==> src/rtl/apb_slave_mem.sv <==
// -----------------------------------------------------------------------------
// apb_slave_mem
//
// APB3 completer backed by a word-addressed register memory. Each transfer is
// latched on its setup phase, held for a configurable number of wait states and
// then answered with PREADY. Misaligned or out-of-range accesses complete with
// PSLVERR=1, return zero read data and leave the memory untouched.
//
// Parameters
//   ADDR_WIDTH  : PADDR width in bits (byte address)
//   DATA_WIDTH  : PWDATA / PRDATA width in bits
//   MEM_DEPTH   : number of DATA_WIDTH words, at most 2^(ADDR_WIDTH-2)
//   WAIT_STATES : extra access-phase cycles before PREADY (0..15)
//
// Ports
//   PCLK    in   clock, all state changes on the rising edge
//   RESETn  in   asynchronous active-low reset (also clears the memory)
//   PSEL    in   slave select
//   PENABLE in   access-phase indicator
//   PWRITE  in   1 = write, 0 = read
//   PADDR   in   byte address
//   PWDATA  in   write data
//   PRDATA  out  read data, non-zero only with PREADY on an error-free read
//   PREADY  out  registered transfer completion
//   PSLVERR out  error response, only meaningful with PREADY
// -----------------------------------------------------------------------------
module apb_slave_mem #(
    parameter int ADDR_WIDTH  = 8,
    parameter int DATA_WIDTH  = 32,
    parameter int MEM_DEPTH   = 32,
    parameter int WAIT_STATES = 1
) (
    input  logic                  PCLK,
    input  logic                  RESETn,
    input  logic                  PSEL,
    input  logic                  PENABLE,
    input  logic                  PWRITE,
    input  logic [ADDR_WIDTH-1:0] PADDR,
    input  logic [DATA_WIDTH-1:0] PWDATA,
    output logic [DATA_WIDTH-1:0] PRDATA,
    output logic                  PREADY,
    output logic                  PSLVERR
);

    localparam logic [0:0] ST_IDLE   = 1'b0;
    localparam logic [0:0] ST_ACCESS = 1'b1;

    // Word index width of the full address and of the physical memory.
    localparam int WORD_W = ADDR_WIDTH - 2;
    localparam int IDX_W  = (MEM_DEPTH > 1) ? $clog2(MEM_DEPTH) : 1;

    // One extra bit so MEM_DEPTH == 2^WORD_W is still representable.
    localparam logic [WORD_W:0] DEPTH_LIM = (WORD_W + 1)'(MEM_DEPTH);
    localparam logic [3:0]      WAIT_INIT = 4'(WAIT_STATES);

    // -------------------------------------------------------------------------
    // Address decode helpers
    // -------------------------------------------------------------------------
    function automatic logic addr_err(input logic [ADDR_WIDTH-1:0] a);
        logic [WORD_W:0] word;
        word = {1'b0, a[ADDR_WIDTH-1:2]};
        return (a[1:0] != 2'b00) || (word >= DEPTH_LIM);
    endfunction

    function automatic logic [IDX_W-1:0] mem_index(input logic [ADDR_WIDTH-1:0] a);
        return a[IDX_W+1:2];
    endfunction

    // Read data is only returned for an error-free read; everything else is 0.
    function automatic logic [DATA_WIDTH-1:0] resp_data(
        input logic                  wr,
        input logic                  err,
        input logic [DATA_WIDTH-1:0] word
    );
        return (wr || err) ? '0 : word;
    endfunction

    // -------------------------------------------------------------------------
    // State
    // -------------------------------------------------------------------------
    logic [0:0]            state;
    logic [0:0]            state_next;
    logic [3:0]            cnt;
    logic [3:0]            cnt_next;

    // Setup-phase snapshot; access-phase address/data changes are ignored.
    logic [ADDR_WIDTH-1:0] addr_q;
    logic                  write_q;
    logic [DATA_WIDTH-1:0] wdata_q;
    logic                  err_q;

    logic                  ready_next;
    logic                  slverr_next;
    logic [DATA_WIDTH-1:0] rdata_next;
    logic                  latch_setup;
    logic                  commit_write;

    logic [DATA_WIDTH-1:0] mem [MEM_DEPTH];

    // Live decode of the bus (zero-wait-state response) and of the snapshot.
    logic                  setup_err;
    logic [IDX_W-1:0]      setup_idx;
    logic [IDX_W-1:0]      held_idx;
    logic [DATA_WIDTH-1:0] setup_word;
    logic [DATA_WIDTH-1:0] held_word;

    assign setup_err  = addr_err(PADDR);
    assign setup_idx  = mem_index(PADDR);
    assign held_idx   = mem_index(addr_q);
    assign setup_word = mem[setup_idx];
    assign held_word  = mem[held_idx];

    // -------------------------------------------------------------------------
    // Next-state / response logic
    // -------------------------------------------------------------------------
    always_comb begin
        state_next   = state;
        cnt_next     = cnt;
        ready_next   = PREADY;
        slverr_next  = PSLVERR;
        rdata_next   = PRDATA;
        latch_setup  = 1'b0;
        commit_write = 1'b0;

        case (state)
            ST_IDLE: begin
                // PSEL with PENABLE already high in IDLE is a protocol
                // violation and is simply ignored.
                if (PSEL && !PENABLE) begin
                    latch_setup = 1'b1;
                    state_next  = ST_ACCESS;
                    cnt_next    = WAIT_INIT;
                    if (WAIT_STATES == 0) begin
                        // No wait states: answer straight from the bus values
                        // that are being latched on this edge.
                        ready_next  = 1'b1;
                        slverr_next = setup_err;
                        rdata_next  = resp_data(PWRITE, setup_err, setup_word);
                    end
                end
            end

            ST_ACCESS: begin
                if (!PREADY) begin
                    if (!PSEL) begin
                        // Master gave up before completion: nothing commits.
                        state_next = ST_IDLE;
                        cnt_next   = 4'd0;
                    end else if (cnt > 4'd1) begin
                        cnt_next = cnt - 4'd1;
                    end else begin
                        cnt_next    = 4'd0;
                        ready_next  = 1'b1;
                        slverr_next = err_q;
                        rdata_next  = resp_data(write_q, err_q, held_word);
                    end
                end else if (!PSEL || PENABLE) begin
                    // Completion (PSEL & PENABLE) or abort (PSEL low); only a
                    // genuine completion of a valid write touches memory.
                    commit_write = PSEL && write_q && !err_q;
                    state_next   = ST_IDLE;
                    cnt_next     = 4'd0;
                    ready_next   = 1'b0;
                    slverr_next  = 1'b0;
                    rdata_next   = '0;
                end
            end

            default: begin
                state_next  = ST_IDLE;
                cnt_next    = 4'd0;
                ready_next  = 1'b0;
                slverr_next = 1'b0;
                rdata_next  = '0;
            end
        endcase
    end

    // -------------------------------------------------------------------------
    // Control and registered outputs
    // -------------------------------------------------------------------------
    always_ff @(posedge PCLK or negedge RESETn) begin
        if (!RESETn) begin
            state   <= ST_IDLE;
            cnt     <= 4'd0;
            PREADY  <= 1'b0;
            PSLVERR <= 1'b0;
            PRDATA  <= '0;
        end else begin
            state   <= state_next;
            cnt     <= cnt_next;
            PREADY  <= ready_next;
            PSLVERR <= slverr_next;
            PRDATA  <= rdata_next;
        end
    end

    // -------------------------------------------------------------------------
    // Setup-phase snapshot (pure data, only meaningful while in ACCESS)
    // -------------------------------------------------------------------------
    always_ff @(posedge PCLK) begin
        if (latch_setup) begin
            addr_q  <= PADDR;
            write_q <= PWRITE;
            wdata_q <= PWDATA;
            err_q   <= setup_err;
        end
    end

    // -------------------------------------------------------------------------
    // Register memory: cleared by reset, written on the completion edge
    // -------------------------------------------------------------------------
    always_ff @(posedge PCLK or negedge RESETn) begin
        if (!RESETn) begin
            for (int i = 0; i < MEM_DEPTH; i++) begin
                mem[i] <= '0;
            end
        end else if (commit_write) begin
            mem[held_idx] <= wdata_q;
        end
    end

endmodule

==> config.mk <==
export PLATFORM = sky130hd
export DESIGN_NAME = apb_slave_mem
export DESIGN_NICKNAME = d
export VERILOG_FILES = /design/src/rtl/apb_slave_mem.sv
export SDC_FILE = /design/constraint.sdc
export NUM_CORES = 1
export LEC_CHECK = 0
export CAP_MARGIN = 30
export CORE_MARGIN = 1
export CORE_UTILIZATION = 40
export CTS_BUF_LIST = sky130_fd_sc_hd__clkbuf_4 sky130_fd_sc_hd__clkbuf_8
export DETAILED_ROUTE_END_ITERATION = 10
export PLACE_DENSITY = 0.57
export SLEW_MARGIN = 20
export SYNTH_ARGS = -nofsm -noshare
export SYNTH_HDL_FRONTEND = slang
export SYNTH_SLANG_ARGS = --single-unit
==> constraint.sdc <==
create_clock -name PCLK -period 3.2 [get_ports PCLK]
set_input_delay 0.64 -clock PCLK [delete_from_list [all_inputs] [get_ports PCLK]]
set_output_delay 0.64 -clock PCLK [all_outputs]
set_load 0.005 [all_outputs]
* Word-level counts from Yosys, hierarchy flattened
Cells that the tools add are included.
** Word-level totals
- Register bits :: 1104
- Input bits :: 45
** Operators by class
- Reduce and logical (&&, ||, !) cells :: 14
- Magnitude comparators :: 4
- Bitwise gates (word level) :: 2
- Muxes and demuxes :: 33
- Equal/unequal tests :: 4
- $add $sub $neg :: 1
** Operators by type and width (number)
- $bwmux W1024 :: 1
- $mux W32 :: 8
- $bmux W32 S5 :: 1
- $demux W32 S5 :: 1
- $mux W4 :: 5
- $mux W1 :: 15
- $ge A6 B6 Y1 const B :: 2
- $pmux W4 S2 :: 1
- $lt A6 B1 Y1 const B :: 1
- $not A5 Y6 :: 1
- $gt A4 B1 Y1 const B :: 1
- $logic_and A1 B1 Y1 :: 4
- $ne A2 B2 Y1 const B :: 2
- $reduce_and A4 Y1 :: 1
- $reduce_bool A2 Y1 :: 2
- $sub A4 B1 Y4 const B :: 1
- $logic_not A1 Y1 :: 3
- $logic_or A1 B1 Y1 :: 3
- $ne A3 B2 Y1 const B :: 1
- $ne A2 B1 Y1 const B :: 1
- $pmux W1 S2 :: 1
- $reduce_and A2 Y1 :: 1
- $not A1 Y1 :: 1

* Logic depth before layout (Yosys ltp)
Gate-level depths: netlist of run 1.
- Word-level depth :: 8
- Gate-level depth with buffers :: 9
- Depth with buffers taken out :: 6

* Worst setup path before layout of run 1
No wires, ideal clock.
- Path type :: input port to flip-flop
- From :: in PENABLE
- To :: reg cnt[2]
- Arrival :: 2.960 ns
- Path slack :: 0.110 ns
- Stages :: 5
- Required time :: 3.070 ns
- Setup time :: 0.130 ns
- Path buffers :: 0
- Path through :: nand2b_1 > nor2_1 > a21oi_1 > o21ai_0 > o31ai_1
** On the way
- Cells in the longest elaborated chain, start to end :: 4
- Elaborated cells between the ends (all ways) :: 6
- Classes of those cells :: 2 x eq/ne; 4 x reduce/logical
** Ends and longest elaborated chain
- start: declaration :: line 36 : input logic PENABLE,
- $logic_not A1 Y1 :: line 129 : if (PSEL && !PENABLE) begin
- $logic_and A1 B1 Y1 :: line 129
- $ne A2 B2 Y1 (no line)
- $reduce_and A2 Y1 (no line) (*)
- end signal: assignment :: line 191 : cnt <= cnt_next;
- end: declaration :: line 83 : logic [3:0] cnt;
Mark *: on every way between the ends. The rest lies on a longest branch, timed or not.
A chain may end at the register's enable or synchronous reset.

* Worst setup path after layout of run 1
- From :: reg addr_q[2]
- To :: reg PRDATA[0]
** On the way
- Cells in the longest elaborated chain, start to end :: 8
** Ends and longest elaborated chain
- start: declaration :: line 87 : logic [ADDR_WIDTH-1:0] addr_q;
- start signal: assignment :: line 203 : addr_q <= PADDR;
- $not A5 Y6 (not written as such) :: line 111 : assign held_word = mem[held_idx];
- $bmux W32 S5 :: line 111
- $mux W32 (not written as such) (2 in a row) :: line 111
- $mux W32 :: line 75 : return (wr || err) ? '0 : word;
- $mux W32 :: line 149 : end else if (cnt > 4'd1) begin
- $mux W32 :: line 145 : if (!PSEL) begin
- $mux W32 :: line 144 : if (!PREADY) begin
- end signal: assignment :: line 194 : PRDATA <= rdata_next;
- end: declaration :: line 40 : output logic [DATA_WIDTH-1:0] PRDATA,
No other way between the ends. The select of a mux whose other input is x is not followed.

==> results.toml, run 1 <==
[critical_path]
cp_cell_sequence = "buf_4 -> nand4bb_4 -> buf_12 -> o22ai_1 -> nor4_1 -> nand2_1 -> a22o_1"
critical_path.max_stage_delay_ns = 0.74
cp.arrival_ns = 3.65
critical_path_class = "reg2reg"
critical_path_peak_fanout = 24
cpMaxStageDelayCell = "edfxtp_1"
crit_path_start_kind = "register"
worst-endpoint-required_ns = 3.94
end_kind = "register"

[sta]
worst-slew-pin-transition_ns = 0.945
setup_tns_ns = 0
slew-limit-headroom_pct = 37.0
grt_setup_unrepaired = "no"
final_min_period_over_clock_period_pct = 91.1
setup_viol = 0
hold_viol_final = 0
total_count_of_max_transition_violations_in_the_final_report = 0
maxClockFrequency_mhz = 343
post-route-min-period_ns = 2.91
timing.clock.skew_ns = 0.0461

[place]
placement.cell_area_um2 = 53600
buffer_ports.inserted = 78
gp_congestion = 0.780
place.detailed.hpwl_um = 85100

[clocking]
cts_root_buffer = "clkbuf_8"
htreeDepth = 4
cts.sinks = 1102
tritoncts.num_buffers = 190
cts.path.max_buffers = 3
worst_setup_hold_path_clk_slew_ns = 0.06
clock_tree_from_tritoncts = "done"
clock_insertion_delay_worst_skew_ns = 0.87

[synthesis]
synth.avg_cell_area_um2 = 14.1
yosys.cell_count.top_type = "dfrtp_1"
mappedNetlistArea_um2 = 48900
synth_top_cells_by_count = "1,063 x dfrtp_1, 986 x mux2_2, 512 x mux2i_1"
number_of_unique_standard_cell_types_used_by_synthesis = 44
post_synth_inst_count = 3458
postSynth.asyncResetShare_pct = 96.5
synth.yosys.seq_area_share_pct = 56.8
synth_top_cell_by_area = "dfrtp_1"
synthesis.yosys.warnings = 0
synth_nets = 3505
synth_top_area_share_pct = 54.4
netlist_top_cells_area = "dfrtp_1 54%, mux2_2 23%, mux2i_1 10%, o22ai_1 3.3%, edfxtp_1 2.4%"
yosys_register_bits = 1102
synth_flop_cell = "dfrtp_1"
synth-edff-count = 39

[grt]
grt_antenna_before_repair = 3
first_global_vias = 30983
overflow = 0
grt_first_pass_wirelength_um = 208000
grt_max_degree = 106
track_usage_pct = 22.8

[power]
ir_drop_uv = 379
post-layout-total-power_mw = 29.4
power.density_cell_area_nw_per_um2 = 507
cellLeakagePower_nw = 28.6

[detailed_routing]
routed_wl_um = 138000
antenna_violating_nets_remaining = 0
drc = 0
vias = 29794
route.detailed.wl_per_inst_um = 25.6
drt-vias-per-instance = 5.52
drt_iter0_drc = 1729
detailedRoute.firstPassIterationCount = 6

[finish]
total_of_fill_cells_in_the_finished_design = 10634
post-route-cell-area_um2 = 58000
seq_area_um2 = 27800
layout-drive-gt1-share_pct = 42.5
multi_input_gate_area_in_the_final_layout_um2 = 20100
nets = 3673
layout-area-overhead-vs-synth_pct = 18.5
fin_util_pct = 48.1

[die]
pin_count = 79
die_width_um = 352
rows = 127
floorplan.initialDensity_pct = 40.6
die_area_um2 = 124000
placeableCoreArea_um2 = 121000
dieHeight_um = 352

[worst_hold_path]
worstHoldPathType = "in2reg"

[flow_run]
cap_violations = 0

[run_status]
run_status = "finished clean"
[worst paths after layout]
kind	end	slack [ns]	depth (start not counted)	startpoint
worst max-delay path	PRDATA[0]$_DFFE_PN0P_	0.29	7	addr_q[2]$_DFFE_PP_
worst min-delay path	write_q$_DFFE_PP_	0.32	1	PWRITE
worst max register to register	PRDATA[0]$_DFFE_PN0P_	0.29	7	addr_q[2]$_DFFE_PP_
worst min register to register	mem[324]$_DFFE_PN0P_	0.49	1	mem[324]$_DFFE_PN0P_
max in group asynchronous	mem[149]$_DFFE_PN0P_	1.84	3	RESETn
min in group asynchronous	mem[30]$_DFFE_PN0P_	0.34	2	RESETn
[report_power, final]
part | internal, mW | leakage (nW) | switching, mW
Clock | 7.98 | 2.24 | 5.85
Combinational | 0.454 | 11.2 | 0.811
Sequential | 14.2 | 15.2 | 0.137
Total | 22.6 | 28.6 | 6.80
[cell usage in the layout (no fill, tap or decap), drive strengths merged, types with 2 or more instances in the layout]
cell,instances
clkinv,11
clkbuf,325
nor4,66
nor3,6
or4,2
nand2b,3
inv,9
nand4bb,6
bufinv,2
dfrtp,1063
a21o,2
or4b,4
o21ai,4
edfxtp,39
nor2,18
nand2,54
a21oi,2
nor2b,3
mux2i,512
mux2,1024
nand4b,4
a22o,33
clkdlybuf4s50,77
nand4,3
ha,2
o22ai,257
o31ai,3
nand3,8
clkinvlp,5
buf,224
[flip-flops by register name, summed over array words and instances, names as in the netlist]
register,flops
err_q,1
wdata_q,32
mem,1024
write_q,1
state,1
cnt,4
PREADY,1
addr_q,5
PSLVERR,1
PRDATA,32
[metal layers]
metal / vias up / part of all wire (%) / global-route usage, % / wire length (um)
li1: 13117 / - / - / -
met1: 15918 / 48 / 32.8 / 65900
met2: 566 / 46 / 35.5 / 63800
met3: 193 / 3.7 / 3.40 / 5070
met4: 0 / 2.3 / 6.63 / 3190
met5: - / 0 / 0 / 0
[worst max-delay path, delay by kind of cell (launching register included)]
kind,cells,cell delay [ns]
buffers and inverters,2,0.56
AOI/OAI and AO/OA,2,0.37
DFF,1,0.74
and+or+nand+nor,3,1.07
[cell type report]
type | count | share of cell area (%)
inverter | 3 | 0.0194
sequential | 1102 | 47.9
clock inverter | 24 | 0.367
clock buffer | 325 | 6.88
tap | 1612 | 3.48
multi-input combinational | 2027 | 34.6
antenna | 1 | 0.00432
timing repair buffer | 302 | 6.71
[metrics by stage]
stage / instances / worst slack [ns] / hold WS [ns]
finish: 5396 / 0.286 / 0.319
floorplan: 3458 / 0.110 / 0.344
CTS: 5383 / 0.378 / 0.228
detailed placement: 5033 / 0.0339 / 0.476
global route: 5396 / 0.234 / 0.278
global placement: 5015 / 0.0677 / 0.468
[cell families (layout without fill, tap and decap cells)]
kind of cell               Yosys count  in the layout  share of synthesized area (%)
DFF                               1102           1102                           56.8
other                                0              1                              0
buffers and inverters              329            654                           2.86
and+or+nand+nor                    184            184                           2.21
muxes                             1536           1536                           34.0
AOI/OAI and AO/OA                  305            305                           4.08
adders and majority gates            2              2                         0.0511
[repair_timing]
| action | 4_1_cts | 5_1_grt |
|---|---|---|
| hold buffers | 1 | 0 |
| gates resized for setup | 0 | 0 |
| hold endpoints to repair | 25 | 0 |
| buffers inserted | 0 | 0 |
No activity file was read; power rests on OpenSTA's default activity.
==> inputs of run 2 (changes only) <==
- GPL_ROUTABILITY_DRIVEN: default -> 1
- GPL_TIMING_DRIVEN: default -> 0
==> results.toml, run 2 (synthesized netlist as in run 1, its figures left out) <==
[finish]
nets = 3821
layout-drive-gt1-share_pct = 40.5
layout.cells.most_common_list = "1,063 x dfrtp_1, 986 x mux2_2, 512 x mux2i_1"
largestRegisters = "mem: 1024 flops, PRDATA: 32 flops, wdata_q: 32 flops"
layout-area-overhead-vs-synth_pct = 16.0
layout_commonest_cell = "dfrtp_1"
largest_register_ffs = 1024
post-route-cell-area_um2 = 56800
registers.top_by_ff_count = "mem"
instances_no_fill = 5526
fin_util_pct = 47.1
total_of_fill_cells_in_the_finished_design = 10893

[place]
preCtsSetupSlack_ns = -0.835
place.detailed.hpwl_um = 106000
placed_cells = 5190
buffer_ports.inserted = 78
placement.cell_area_um2 = 52500
gp_congestion = 0.884

[grt]
grt_first_pass_wirelength_um = 232000
grt_antenna_before_repair = 2
first_global_vias = 31502
grt_max_degree = 143
track_usage_pct = 26.7
overflow = 0

[power]
power.density_cell_area_nw_per_um2 = 514
cellLeakagePower_nw = 28.2
ir_drop_uv = 439
post-layout-total-power_mw = 29.2

[die]
placeableCoreArea_um2 = 121000
dieHeight_um = 352
die_area_um2 = 124000
die_width_um = 352
pin_count = 79
floorplan.initialDensity_pct = 40.6
rows = 127

[sta]
final_setup_slack_of_the_worst_path_ns = -0.0809
setup_tns_ns = -0.0809
final_min_period_over_clock_period_pct = 103
timing.clock.skew_ns = 0.0453
worst-slew-pin-transition_ns = 1.09
slew-limit-headroom_pct = 27.3
total_count_of_max_transition_violations_in_the_final_report = 0
setup_viol = 1
grt_setup_unrepaired = "yes"
post-route-min-period_ns = 3.28
maxClockFrequency_mhz = 305
hold_viol_final = 0
timing.hold.ws_ns = 0.263

[worst_hold_path]
worstHoldPathType = "in2async"

[detailed_routing]
vias = 31494
route.detailed.wl_per_inst_um = 29.6
antenna_violating_nets_remaining = 0
drc = 0
detailedRoute.firstPassIterationCount = 7
routed_wl_um = 164000
drt_iter0_drc = 2497
drt-vias-per-instance = 5.70

[critical_path]
critical_path.max_stage_delay_ns = 0.59
ff2ff_setup_slack_ns = -0.08
critical_path_class = "reg2reg"
r2r_start = "addr_q[4]$_DFFE_PP_"
end_kind = "register"
critical_path.top_delay_family = "buffers and inverters"
worst-endpoint-required_ns = 4.06
cp_cell_sequence = "clkbuf_1 -> buf_2 -> nand4_1 -> clkbuf_2 -> o22ai_1 -> nor4_1 -> nand2_1 -> a22o_1"
cpMaxStageDelayCell = "edfxtp_1"
crit_buf_inv = 3
worst_r2r_path_depth = 8
crit_path_start_kind = "register"
crit-reg2reg-capture = "PRDATA[26]$_DFFE_PN0P_"
cp.arrival_ns = 4.14
critical_path_peak_fanout = 10

[clocking]
htreeDepth = 4
cts.path.max_buffers = 3
worst_setup_hold_path_clk_slew_ns = 0.06
cts_root_buffer = "clkbuf_8"
cts.sinks = 1102
clock_tree_from_tritoncts = "done"
tritoncts.num_buffers = 191
clock_insertion_delay_worst_skew_ns = 0.93

[run_status]
run_status = "finished with violations"
failed_checks = "negative setup slack"

[flow_run]
cap_violations = 0
## run 2: cell types whose count changed in the layout (fill, tap and decap cells not counted), moves of 7 or more
cell / previous run / this run
buf_12: 94 / 2
buf_16: 2 / 11
buf_2: 0 / 107
buf_4: 99 / 14
buf_6: 1 / 17
buf_8: 28 / 14
clkbuf_1: 0 / 126
clkbuf_2: 0 / 45
clkbuf_4: 77 / 103
clkbuf_8: 248 / 230
nand2_1: 43 / 54
nand2_2: 11 / 0
nor2_4: 11 / 1
nor4_1: 64 / 57
## run 2: where the power goes
group,internal [mW],switching [mW],total [mW]
clock,7.51,6.02,13.5
sequential,14.2,0.107,14.3
combinational,0.433,0.966,1.40
## run 2: worst register-to-register path, delay by kind of cell, from the launching register on
family                 cells  cell delay [ns]
AOI/OAI and AO/OA          2             0.67
buffers and inverters      3             1.20
DFF                        1             0.59
and+or+nand+nor            3             0.76
## run 2: worst max-delay path by stage
stage	depth (start not counted)	slack (ns)	to	startpoint
2_1_floorplan	5	0.11	cnt[2]$_DFFE_PN0P_	PENABLE
3_3_place_gp	1	-49.02	mem[495]$_DFFE_PN0P_	RESETn
3_5_place_dp	7	-0.83	mem[43]$_DFFE_PN0P_	PSEL
4_1_cts	10	0.002	PRDATA[1]$_DFFE_PN0P_	addr_q[3]$_DFFE_PP_
5_1_grt	9	-0.1	PRDATA[1]$_DFFE_PN0P_	addr_q[2]$_DFFE_PP_
6_report	8	-0.08	PRDATA[26]$_DFFE_PN0P_	addr_q[4]$_DFFE_PP_
## run 2: cell type report
class,count,area [um^2],share of cell area (%)
clock buffer,304,3720,6.55
clock inverter,27,255,0.450
timing repair buffer,126,1570,2.77
inverter,3,11.3,0.0198
tap,1612,2020,3.55
antenna,2,5.00,0.00881
sequential,1102,27800,48.9
buffer,323,1550,2.73
multi-input combinational,2027,19900,35.0
## run 2: timing repair
action                                  4_1_cts  5_1_grt
resized for setup                            42       74
pin swaps                                     0        0
hold buffers                                  1        0
endpoints found under the setup margin      153      306
buffers inserted                              0        2
hold endpoints to repair                     89        0
cloned                                        0        1
## run 2: per-layer routing
layer  wire, um  part of all wire, %  vias to the layer above  GRT usage, %
met5          0                    0                        -             0
met4       5670                  3.5                        0          10.0
met3      11200                  6.8                      301          5.72
met2      73800                   45                     1044          40.9
met1      72900                   45                    16732          37.0
li1           -                    -                    13417             -
